<file path="config.mk">
export PLATFORM = sky130hd
export DESIGN_NAME = axis_mcp4922_v1_0_flat
export DESIGN_NICKNAME = d
export VERILOG_FILES = /design/src/rtl/mcp4922_pkg.sv /design/src/rtl/axis_mcp4922_v1_0_if.sv /design/src/rtl/axis_mcp4922_v1_0_hold.sv /design/src/rtl/axis_mcp4922_v1_0.sv /design/src/flat_wrapper.sv
export SDC_FILE = /design/constraint.sdc
export NUM_CORES = 1
export LEC_CHECK = 0
export CELL_PAD_IN_SITES_DETAIL_PLACEMENT = 0
export CELL_PAD_IN_SITES_GLOBAL_PLACEMENT = 1
export CORE_MARGIN = 2
export CORE_UTILIZATION = 44
export DETAILED_ROUTE_END_ITERATION = 8
export HOLD_SLACK_MARGIN = 0.05
export PLACE_DENSITY_LB_ADDON = 0.3
export SLEW_MARGIN = 20
export SYNTH_ARGS = -nofsm -noshare
export SYNTH_HDL_FRONTEND = slang
export SYNTH_SLANG_ARGS = --single-unit
</file>
<file path="constraint.sdc">
create_clock -name aclk -period 3 [get_ports aclk]
set_clock_uncertainty 0.2 [all_clocks]
set_input_delay 0.45 -clock aclk [delete_from_list [all_inputs] [get_ports aclk]]
set_output_delay 0.45 -clock aclk [all_outputs]
set_load 0.005 [all_outputs]
</file>
<file path="src/rtl/mcp4922_pkg.sv">
// Shared types for the MCP4922 DAC driver: FSM encoding, frame bit positions
// and the frame builder.
package mcp4922_pkg;

    typedef enum logic [2:0] {
        S_IDLE,
        S_LOW,
        S_HIGH,
        S_HOLD,
        S_GAP,
        S_LDAC
    } state_t;

    localparam int FRM_CH     = 15;
    localparam int FRM_BUF    = 14;
    localparam int FRM_GA_N   = 13;
    localparam int FRM_SHDN_N = 12;

    localparam logic CH_A = 1'b0;
    localparam logic CH_B = 1'b1;

    // Upper nibble of the stream sample is dropped; the config bits take its place.
    function automatic logic [15:0] build_frame(logic ch, logic buf_en, logic ga_n,
                                                logic [15:0] sample);
        logic [15:0] f;
        f             = {4'b0000, sample[11:0]};
        f[FRM_CH]     = ch;
        f[FRM_BUF]    = buf_en;
        f[FRM_GA_N]   = ga_n;
        f[FRM_SHDN_N] = 1'b1;
        return f;
    endfunction

endpackage

</file>
<file path="src/rtl/axis_mcp4922_v1_0_if.sv">
// AXI-Stream sample channel carrying one 16-bit DAC sample per beat.
interface mcp4922_axis_if;
    logic [15:0] tdata;
    logic        tvalid;
    logic        tready;

    modport master (output tdata, output tvalid, input tready);
    modport slave  (input tdata, input tvalid, output tready);
endinterface

</file>
<file path="src/rtl/axis_mcp4922_v1_0_hold.sv">
// One-entry AXI-Stream sink: captures a sample and flags it pending until the
// serialiser takes it.
module axis_hold_reg
    import mcp4922_pkg::*;
(
    input  logic          clk,
    input  logic          reset,
    mcp4922_axis_if.slave s_axis,
    input  logic          clear,
    output logic [15:0]   data,
    output logic          pending
);

    assign s_axis.tready = !pending && !reset;

    // clear only arrives while pending is set, so it never races a handshake
    always_ff @(posedge clk) begin
        if (reset) begin
            pending <= 1'b0;
            data    <= '0;
        end else if (s_axis.tvalid && s_axis.tready) begin
            pending <= 1'b1;
            data    <= s_axis.tdata;
        end else if (clear) begin
            pending <= 1'b0;
        end
    end

endmodule

</file>
<file path="src/rtl/axis_mcp4922_v1_0.sv">
// MCP4922 dual-channel SPI DAC driver: two stream inputs, round-robin frame
// serialiser (SPI mode 0) and optional LDAC pulse once both channels are written.
module axis_mcp4922_v1_0
    import mcp4922_pkg::*;
#(
    parameter int prescaler_sclk       = 10,
    parameter int prescaler_sclk_width = 4,
    parameter bit buffered             = 1'b0,
    parameter bit gain_1x              = 1'b1,
    parameter bit sync_update          = 1'b1
) (
    input  logic          aclk,
    input  logic          reset,
    mcp4922_axis_if.slave s_axis_cha,
    mcp4922_axis_if.slave s_axis_chb,
    output logic          spi_mosi,
    output logic          spi_sclk,
    output logic          spi_ss,
    output logic          spi_ldac_n
);

    localparam logic [prescaler_sclk_width-1:0] PRESC_MAX =
        prescaler_sclk_width'(prescaler_sclk);

    logic [1:0]  pend, clr;
    logic [15:0] data_a, data_b;

    state_t                          state, state_nxt;
    logic [prescaler_sclk_width-1:0] presc, presc_nxt;
    logic                            tick;
    logic [15:0]                     shift, shift_nxt;
    logic [3:0]                      bit_cnt, bit_cnt_nxt;
    logic                            sclk_q, sclk_nxt, ss_q, ss_nxt, ldac_q, ldac_nxt;
    logic                            last_ch, last_nxt, cur_ch, cur_nxt, sel;
    logic [1:0]                      written, wr_nxt;

    axis_hold_reg u_hold_a (
        .clk(aclk), .reset(reset), .s_axis(s_axis_cha),
        .clear(clr[0]), .data(data_a), .pending(pend[0])
    );

    axis_hold_reg u_hold_b (
        .clk(aclk), .reset(reset), .s_axis(s_axis_chb),
        .clear(clr[1]), .data(data_b), .pending(pend[1])
    );

    assign tick       = (state != S_IDLE) && (presc == PRESC_MAX);
    assign spi_mosi   = shift[15];
    assign spi_sclk   = sclk_q;
    assign spi_ss     = ss_q;
    assign spi_ldac_n = sync_update ? ldac_q : 1'b0;

    always_ff @(posedge aclk) begin
        if (reset) begin
            state   <= S_IDLE;
            presc   <= '0;
            shift   <= '0;
            bit_cnt <= '0;
            sclk_q  <= 1'b0;
            ss_q    <= 1'b1;
            ldac_q  <= 1'b1;
            last_ch <= CH_B;
            cur_ch  <= CH_A;
            written <= '0;
        end else begin
            state   <= state_nxt;
            presc   <= presc_nxt;
            shift   <= shift_nxt;
            bit_cnt <= bit_cnt_nxt;
            sclk_q  <= sclk_nxt;
            ss_q    <= ss_nxt;
            ldac_q  <= ldac_nxt;
            last_ch <= last_nxt;
            cur_ch  <= cur_nxt;
            written <= wr_nxt;
        end
    end

    always_comb begin
        state_nxt   = state;
        presc_nxt   = (state == S_IDLE || tick) ? '0 : presc + 1'b1;
        shift_nxt   = shift;
        bit_cnt_nxt = bit_cnt;
        sclk_nxt    = sclk_q;
        ss_nxt      = ss_q;
        ldac_nxt    = ldac_q;
        last_nxt    = last_ch;
        cur_nxt     = cur_ch;
        wr_nxt      = written;
        clr         = '0;
        sel         = CH_A;
        case (state)
            S_IDLE: if (|pend) begin
                // both pending: serve the one not served last; else the lone one
                sel         = (pend == 2'b11) ? !last_ch : pend[1];
                clr[sel]    = 1'b1;
                shift_nxt   = build_frame(sel, buffered, gain_1x, sel ? data_b : data_a);
                cur_nxt     = sel;
                last_nxt    = sel;
                ss_nxt      = 1'b0;
                bit_cnt_nxt = 4'd15;
                state_nxt   = S_LOW;
            end
            S_LOW: if (tick) begin
                sclk_nxt  = 1'b1;
                state_nxt = S_HIGH;
            end
            S_HIGH: if (tick) begin
                sclk_nxt = 1'b0;
                if (bit_cnt == 4'd0) begin
                    state_nxt = S_HOLD;
                end else begin
                    shift_nxt   = {shift[14:0], 1'b0};
                    bit_cnt_nxt = bit_cnt - 1'b1;
                    state_nxt   = S_LOW;
                end
            end
            S_HOLD: if (tick) begin
                ss_nxt          = 1'b1;
                wr_nxt[cur_ch]  = 1'b1;
                state_nxt       = S_GAP;
            end
            S_GAP: if (tick) begin
                if (sync_update && (&written)) begin
                    ldac_nxt  = 1'b0;
                    wr_nxt    = '0;
                    state_nxt = S_LDAC;
                end else begin
                    state_nxt = S_IDLE;
                end
            end
            S_LDAC: if (tick) begin
                ldac_nxt  = 1'b1;
                state_nxt = S_IDLE;
            end
            default: state_nxt = S_IDLE;
        endcase
    end

endmodule

</file>
<file path="src/flat_wrapper.sv">
// flat-port wrapper written by rule: the top's interface ports become plain ports
module axis_mcp4922_v1_0_flat import mcp4922_pkg::*;
#(
    parameter int prescaler_sclk       = 10,
    parameter int prescaler_sclk_width = 4,
    parameter bit buffered             = 1'b0,
    parameter bit gain_1x              = 1'b1,
    parameter bit sync_update          = 1'b1
)
  (aclk, reset, spi_mosi, spi_sclk, spi_ss, spi_ldac_n, s_axis_cha_tdata, s_axis_cha_tvalid, s_axis_cha_tready, s_axis_chb_tdata, s_axis_chb_tvalid, s_axis_chb_tready);
  mcp4922_axis_if s_axis_cha_i ();
  mcp4922_axis_if s_axis_chb_i ();
  input  logic aclk;
  input  logic reset;
  output logic spi_mosi;
  output logic spi_sclk;
  output logic spi_ss;
  output logic spi_ldac_n;
  input wire logic [$bits(s_axis_cha_i.tdata)-1:0] s_axis_cha_tdata;
  input wire logic [$bits(s_axis_cha_i.tvalid)-1:0] s_axis_cha_tvalid;
  output wire logic [$bits(s_axis_cha_i.tready)-1:0] s_axis_cha_tready;
  input wire logic [$bits(s_axis_chb_i.tdata)-1:0] s_axis_chb_tdata;
  input wire logic [$bits(s_axis_chb_i.tvalid)-1:0] s_axis_chb_tvalid;
  output wire logic [$bits(s_axis_chb_i.tready)-1:0] s_axis_chb_tready;
  assign s_axis_cha_i.tdata = s_axis_cha_tdata;
  assign s_axis_cha_i.tvalid = s_axis_cha_tvalid;
  assign s_axis_cha_tready = s_axis_cha_i.tready;
  assign s_axis_chb_i.tdata = s_axis_chb_tdata;
  assign s_axis_chb_i.tvalid = s_axis_chb_tvalid;
  assign s_axis_chb_tready = s_axis_chb_i.tready;
  axis_mcp4922_v1_0 #(.prescaler_sclk(prescaler_sclk), .prescaler_sclk_width(prescaler_sclk_width), .buffered(buffered), .gain_1x(gain_1x), .sync_update(sync_update)) u_core (.aclk(aclk), .reset(reset), .s_axis_cha(s_axis_cha_i), .s_axis_chb(s_axis_chb_i), .spi_mosi(spi_mosi), .spi_sclk(spi_sclk), .spi_ss(spi_ss), .spi_ldac_n(spi_ldac_n));
endmodule
</file>
==> impl_metrics.tcl, run 1 <==
set metrics [dict create \
    initial_core_util_pct 45.1 \
    yosysSeqAreaShare_pct 42.4 \
    grt_pass1_wl_mm 10.1 \
    die_x_um 84.2 \
    clockBufferDepth 2 \
    reg2reg_to "u_core.shift[1]" \
    dr.pass1.iters 4 \
    yosysWarningCount 0 \
    rows 29 \
    r2r_start "u_core.bit_cnt[0]" \
    numCtsBuffers 9 \
    irDropWorstVdd_v 0.000284 \
    setup_viol 0 \
    core_region_area_um2 6280 \
    clk_pin_slew_ns 0.06 \
    first_iter_violations 124 \
    timing.fmax_mhz 429 \
    whs_endpoint "u_core.presc[0]" \
    leakage_nw 1.26 \
    cap_violations 0 \
    routed_wl_mm 6.02 \
    final_cell_area_um2 3280 \
    wl_per_cell_um 14.2 \
    final_cell_mix "60 x dfxtp_1, 33 x nand2_1, 32 x clkdlybuf4s50_1" \
    synth.cell_area_um2 2830 \
    hold_depth 1 \
    drv_slew 0 \
    dp_hpwl_mm 3.98 \
    synth_edf_count 0 \
    place_area_um2 3100 \
    post_cts_resize_count 0 \
    synthFlopType "dfxtp_1" \
    htree_num_levels 3 \
    routed-via-count 2309 \
    postCtsSetupBuffers 0 \
    drive_above_1_share_pct 12.7 \
    critPathLaunchType "flop" \
    dieArea_um2 7090 \
    cp.required_ns 3.02 \
    grt_max_degree 52 \
    cellPowerDensity_nw_per_um2 541 \
    cts-root-buf "clkbuf_8" \
    hold_class "reg2reg" \
    cts_hold_buffers 0 \
    async_reset_ff_share_pct 0 \
    diodes 0 \
    ant_nets 0 \
    cts_tree "yes" \
    status "finished clean" \
    antenna_found_initial 0 \
    crit_path_end_kind "flop" \
    grt_pass1_vias 2124 \
    cts.sinks 60 \
    cp-startpoint "u_core.bit_cnt[0]" \
    synth_seq_cells 60 \
    postSynthCellCount 322 \
    reg2reg_depth 6 \
    die_h_um 84.2 \
    syn_to_final_growth_pct 15.8 \
    fin_nets 383 \
    setup_tns_ns 0 \
    hold_viol_final 0 \
    synth.distinct_cells 49 \
    gp_congestion 0.761 \
    numPortBuffers 33 \
    postSynthAreaPerCell_um2 8.79 \
    min_period_ns 2.33 \
    worstPathArrival_ns 2.35 \
    rsz0062_at_grt "false" \
    pin_count 42 \
    crit_type "reg2reg" \
    min_from "u_core.presc[0]" \
    clock_latency_ns 0.33 \
    post-route-period-util_pct 77.7 \
    path_max_fanout 11 \
    viasPerCell 5.45 \
    slew_headroom_pct 50.8 \
    grt-ovfl-total 0 \
    fin_util_pct 52.2 \
    drc 0 \
    final_common_cell "dfxtp_1" \
    grtUsageTotal_pct 17.8 \
    tightest_slew_ns 0.737 \
    ff2ff_setup_slack_ns 0.67 \
    synth.net_count 361 \
]
==> kinds of logic after synthesis <==
logic type / after synthesis / synth area share, %
AOI/OAI and AO/OA: 94 / 24.2
xor gates and xnor gates: 2 / 0.619
muxes: 2 / 0.707
buffers and inverters: 42 / 8.93
and+or+nand+nor: 119 / 21.8
adders and majority gates: 3 / 1.33
DFF: 60 / 42.4
==> metal layers <==
layer  vias up  global-route usage, %  share of wire (%)
met5         -                      0                  0
met4         0                   4.84                1.0
met3         6                   5.90                4.7
met2        43                   26.3                 44
met1      1084                   25.1                 51
li1       1176                      -                  -
==> layout make-up <==
class	count	area (um^2)
Fill cell	617	3000
Multi-Input combinational cell	220	1380
Sequential cell	60	1200
Timing Repair Buffer	39	370
Clock buffer	12	165
Tap cell	77	96.3
Inverter	14	52.6
Clock inverter	2	10.0
==> through the flow <==
stage / hold WS [ns] / power [mW] / setup slack, ns / cells
floorplan: 0.230 / 1.07 / 0.999 / 322
global placement: 0.243 / 1.14 / 0.812 / 410
detailed placement: 0.260 / 1.15 / 0.679 / 410
CTS: 0.274 / 1.79 / 0.655 / 424
global route: 0.306 / 1.86 / 0.555 / 424
finish: 0.265 / 1.77 / 0.668 / 424
==> worst max-delay path: stages, from the launching register on <==
cell	delay, ns
dfxtp_1	0.38
inv_1	0.06
ha_1	0.23
and4bb_1	0.23
or2_1	0.28
a21o_1	0.39
o41ai_1	0.45
==> cells in the mapped netlist, types with 3 or more instances <==
cell	number	area share, %
dfxtp_1	60	42
nand2_1	33	4.4
nor2_1	30	4.0
o21ai_0	30	5.3
a21oi_1	18	3.2
nand2b_1	15	3.3
inv_1	14	1.9
clkbuf_1	13	1.7
o31ai_1	10	2.7
or3b_2	10	3.1
nor3_1	9	1.6
o41ai_2	9	5.2
a211oi_1	4	1.1
buf_2	4	0.71
buf_6	4	1.6
clkbuf_8	4	1.9
a311oi_1	3	0.93
ha_1	3	1.3
nand3_1	3	0.53
nor3b_1	3	0.80
o32ai_1	3	0.93
or3_1	3	0.66
==> sequential cells by signal (all words and copies together), names as in the netlist, 2 cells and up <==
register,flops
u_core.written,2
u_core.u_hold_a.data,12
u_core.presc,4
u_core.u_hold_b.data,12
u_core.state,3
u_core.bit_cnt,4
u_core.shift,16
==> power breakdown <==
| part | switching [mW] | leakage, nW | internal, mW |
|---|---|---|---|
| Clock | 0.289 | 0.0941 | 0.355 |
| Sequential | 0.0370 | 0.492 | 0.852 |
| Combinational | 0.128 | 0.671 | 0.113 |
==> worst max-delay path by stage <==
stage | slack [ns] | depth (start not counted) | endpoint
2_1_floorplan | 1.0 | 8 | u_core.shift[10]
3_5_place_dp | 0.68 | 6 | u_core.shift[1]
3_3_place_gp | 0.81 | 6 | u_core.shift[1]
5_1_grt | 0.56 | 6 | u_core.shift[1]
6_report | 0.67 | 6 | u_core.shift[1]
4_1_cts | 0.66 | 6 | u_core.shift[1]
No activity file was read; power rests on OpenSTA's default activity.
==> inputs of run 2 (changes only) <==
--- a/config.mk
+++ b/config.mk
@@ -8,7 +8,7 @@
 export CELL_PAD_IN_SITES_DETAIL_PLACEMENT = 0
 export CELL_PAD_IN_SITES_GLOBAL_PLACEMENT = 1
 export CORE_MARGIN = 2
-export CORE_UTILIZATION = 44
+export CORE_UTILIZATION = 37
 export DETAILED_ROUTE_END_ITERATION = 8
 export HOLD_SLACK_MARGIN = 0.05
 export PLACE_DENSITY_LB_ADDON = 0.3
==> constraint.sdc (replaced) <==
create_clock -name aclk -period 2 [get_ports aclk]
set_clock_uncertainty 0.2 [all_clocks]
set_input_delay 0.3 -clock aclk [delete_from_list [all_inputs] [get_ports aclk]]
set_output_delay 0.3 -clock aclk [all_outputs]
set_load 0.005 [all_outputs]
==> impl_metrics.tcl, run 2 (same netlist as run 1, synthesis figures left out) <==
set metrics [dict create \
    status "finished clean" \
    timing.fmax_mhz 517 \
    antenna_found_initial 0 \
    cts_hold_buffers 0 \
    grt_pass1_vias 2242 \
    min_from "u_core.presc[0]" \
    cap_violations 0 \
    gp_congestion 0.753 \
    largest_registers "u_core.shift: 16 flops, u_core.u_hold_a.data: 12 flops, u_core.u_hold_b.data: 12 flops" \
    reg2reg_depth 7 \
    cpMaxStageDelayCell "dfxtp_1" \
    diodes 0 \
    instances_no_fill 470 \
    drive_above_1_share_pct 20.8 \
    initial_core_util_pct 38.6 \
    dp_hpwl_mm 4.25 \
    post-route-period-util_pct 96.6 \
    cp-startpoint "u_core.bit_cnt[1]" \
    routed-via-count 2403 \
    ff2ff_setup_slack_ns 0.07 \
    syn_to_final_growth_pct 25.5 \
    worstPathArrival_ns 1.98 \
    cts.sinks 60 \
    irDropWorstVdd_v 0.000418 \
    drv_slew 0 \
    clockBufferDepth 2 \
    tightest_slew_ns 0.470 \
    hold_viol_final 0 \
    slowest_delay_ns 0.33 \
    largest_register_ffs 16 \
    cp.required_ns 2.05 \
    dieArea_um2 8360 \
    routed_wl_mm 6.36 \
    die_x_um 91.5 \
    grtUsageTotal_pct 16.1 \
    grt_pass1_wl_mm 10.6 \
    hold_depth 1 \
    final_common_cell "dfxtp_1" \
    dr.pass1.iters 4 \
    dp.cells 451 \
    die_h_um 91.5 \
    setup_viol 0 \
    ant_nets 0 \
    htree_num_levels 3 \
    numPortBuffers 33 \
    grt-ovfl-total 0 \
    viasPerCell 5.11 \
    cellPowerDensity_nw_per_um2 813 \
    slew_headroom_pct 68.3 \
    timing.hold.ws_ns 0.243 \
    drc 0 \
    leakage_nw 1.40 \
    clock_latency_ns 0.34 \
    grt_max_degree 46 \
    core_region_area_um2 7330 \
    hold_class "reg2reg" \
    wl_per_cell_um 13.5 \
    min_period_ns 1.93 \
    fin_nets 405 \
    path_cells "inv_1 -> ha_2 -> and4bb_1 -> or2_1 -> a21o_1 -> buf_6 -> o41ai_2" \
    numCtsBuffers 9 \
    path_max_fanout 5 \
    critPathLaunchType "flop" \
    pin_count 42 \
    rows 31 \
    clk_pin_slew_ns 0.06 \
    crit_type "reg2reg" \
    top_register "u_core.shift" \
    crit_path_end_kind "flop" \
    first_iter_violations 154 \
    r2r_start "u_core.bit_cnt[1]" \
    final_cell_mix "55 x dfxtp_1, 33 x nand2_1, 31 x clkdlybuf4s50_1" \
    cts_tree "yes" \
    cts-root-buf "clkbuf_8" \
]
==> run 2: timing repair <==
item,in CTS,in global routing
setup endpoints to repair,2,18
buffers inserted,1,2
pin swaps,0,5
gates resized for setup,1,13
==> run 2: layout make-up <==
cell class                 instances  area [um^2]
tap                               99          124
multi-input combinational        220         1400
timing repair buffer              61          558
fill                             710         3780
clock inverter                     4         47.5
sequential                        60         1210
inverter                          14         52.6
clock buffer                      12          155
==> run 2: worst max-delay path: cells and delay by family, from the launching register on <==
kind,cells,cell delay [ns]
AOI/OAI and AO/OA,2,0.50
adders and majority gates,1,0.17
and+or+nand+nor,2,0.43
buffers and inverters,2,0.21
DFF,1,0.33
==> run 2: final timing paths <==
check | end
worst max-delay path | u_core.shift[9]
worst min-delay path | u_core.presc[0]
worst max register to register | u_core.shift[9]
worst min register to register | u_core.presc[0]
==> run 2: metal layers <==
layer,part of all wire [%],up-vias,global-route usage (%)
met5,0,-,0
li1,-,1219,-
met4,1.2,0,5.30
met2,43,45,23.7
met3,6.0,6,5.64
met1,49,1133,21.8
==> run 2: where the power goes <==
group          internal (mW)  switching [mW]
sequential              1.28          0.0473
combinational          0.223           0.220
clock                  0.639           0.478
total                   2.14           0.746
==> run 2: through the flow <==
| stage | util (%) | TNS [ns] | cell area, um^2 | total power, mW | setup slack, ns |
|---|---|---|---|---|---|
| detailed placement | 44.8 | 0 | 3290 | 1.77 | 0.0383 |
| floorplan | - | 0 | 2830 | 1.61 | 0.0266 |
| CTS | 47.7 | 0 | 3500 | 2.91 | 0.00170 |
| global route | 48.4 | -0.0128 | 3550 | 3.03 | -0.0128 |
| finish | 48.4 | 0 | 3550 | 2.89 | 0.0674 |
| global placement | 44.8 | 0 | 3290 | 1.77 | 0.0802 |
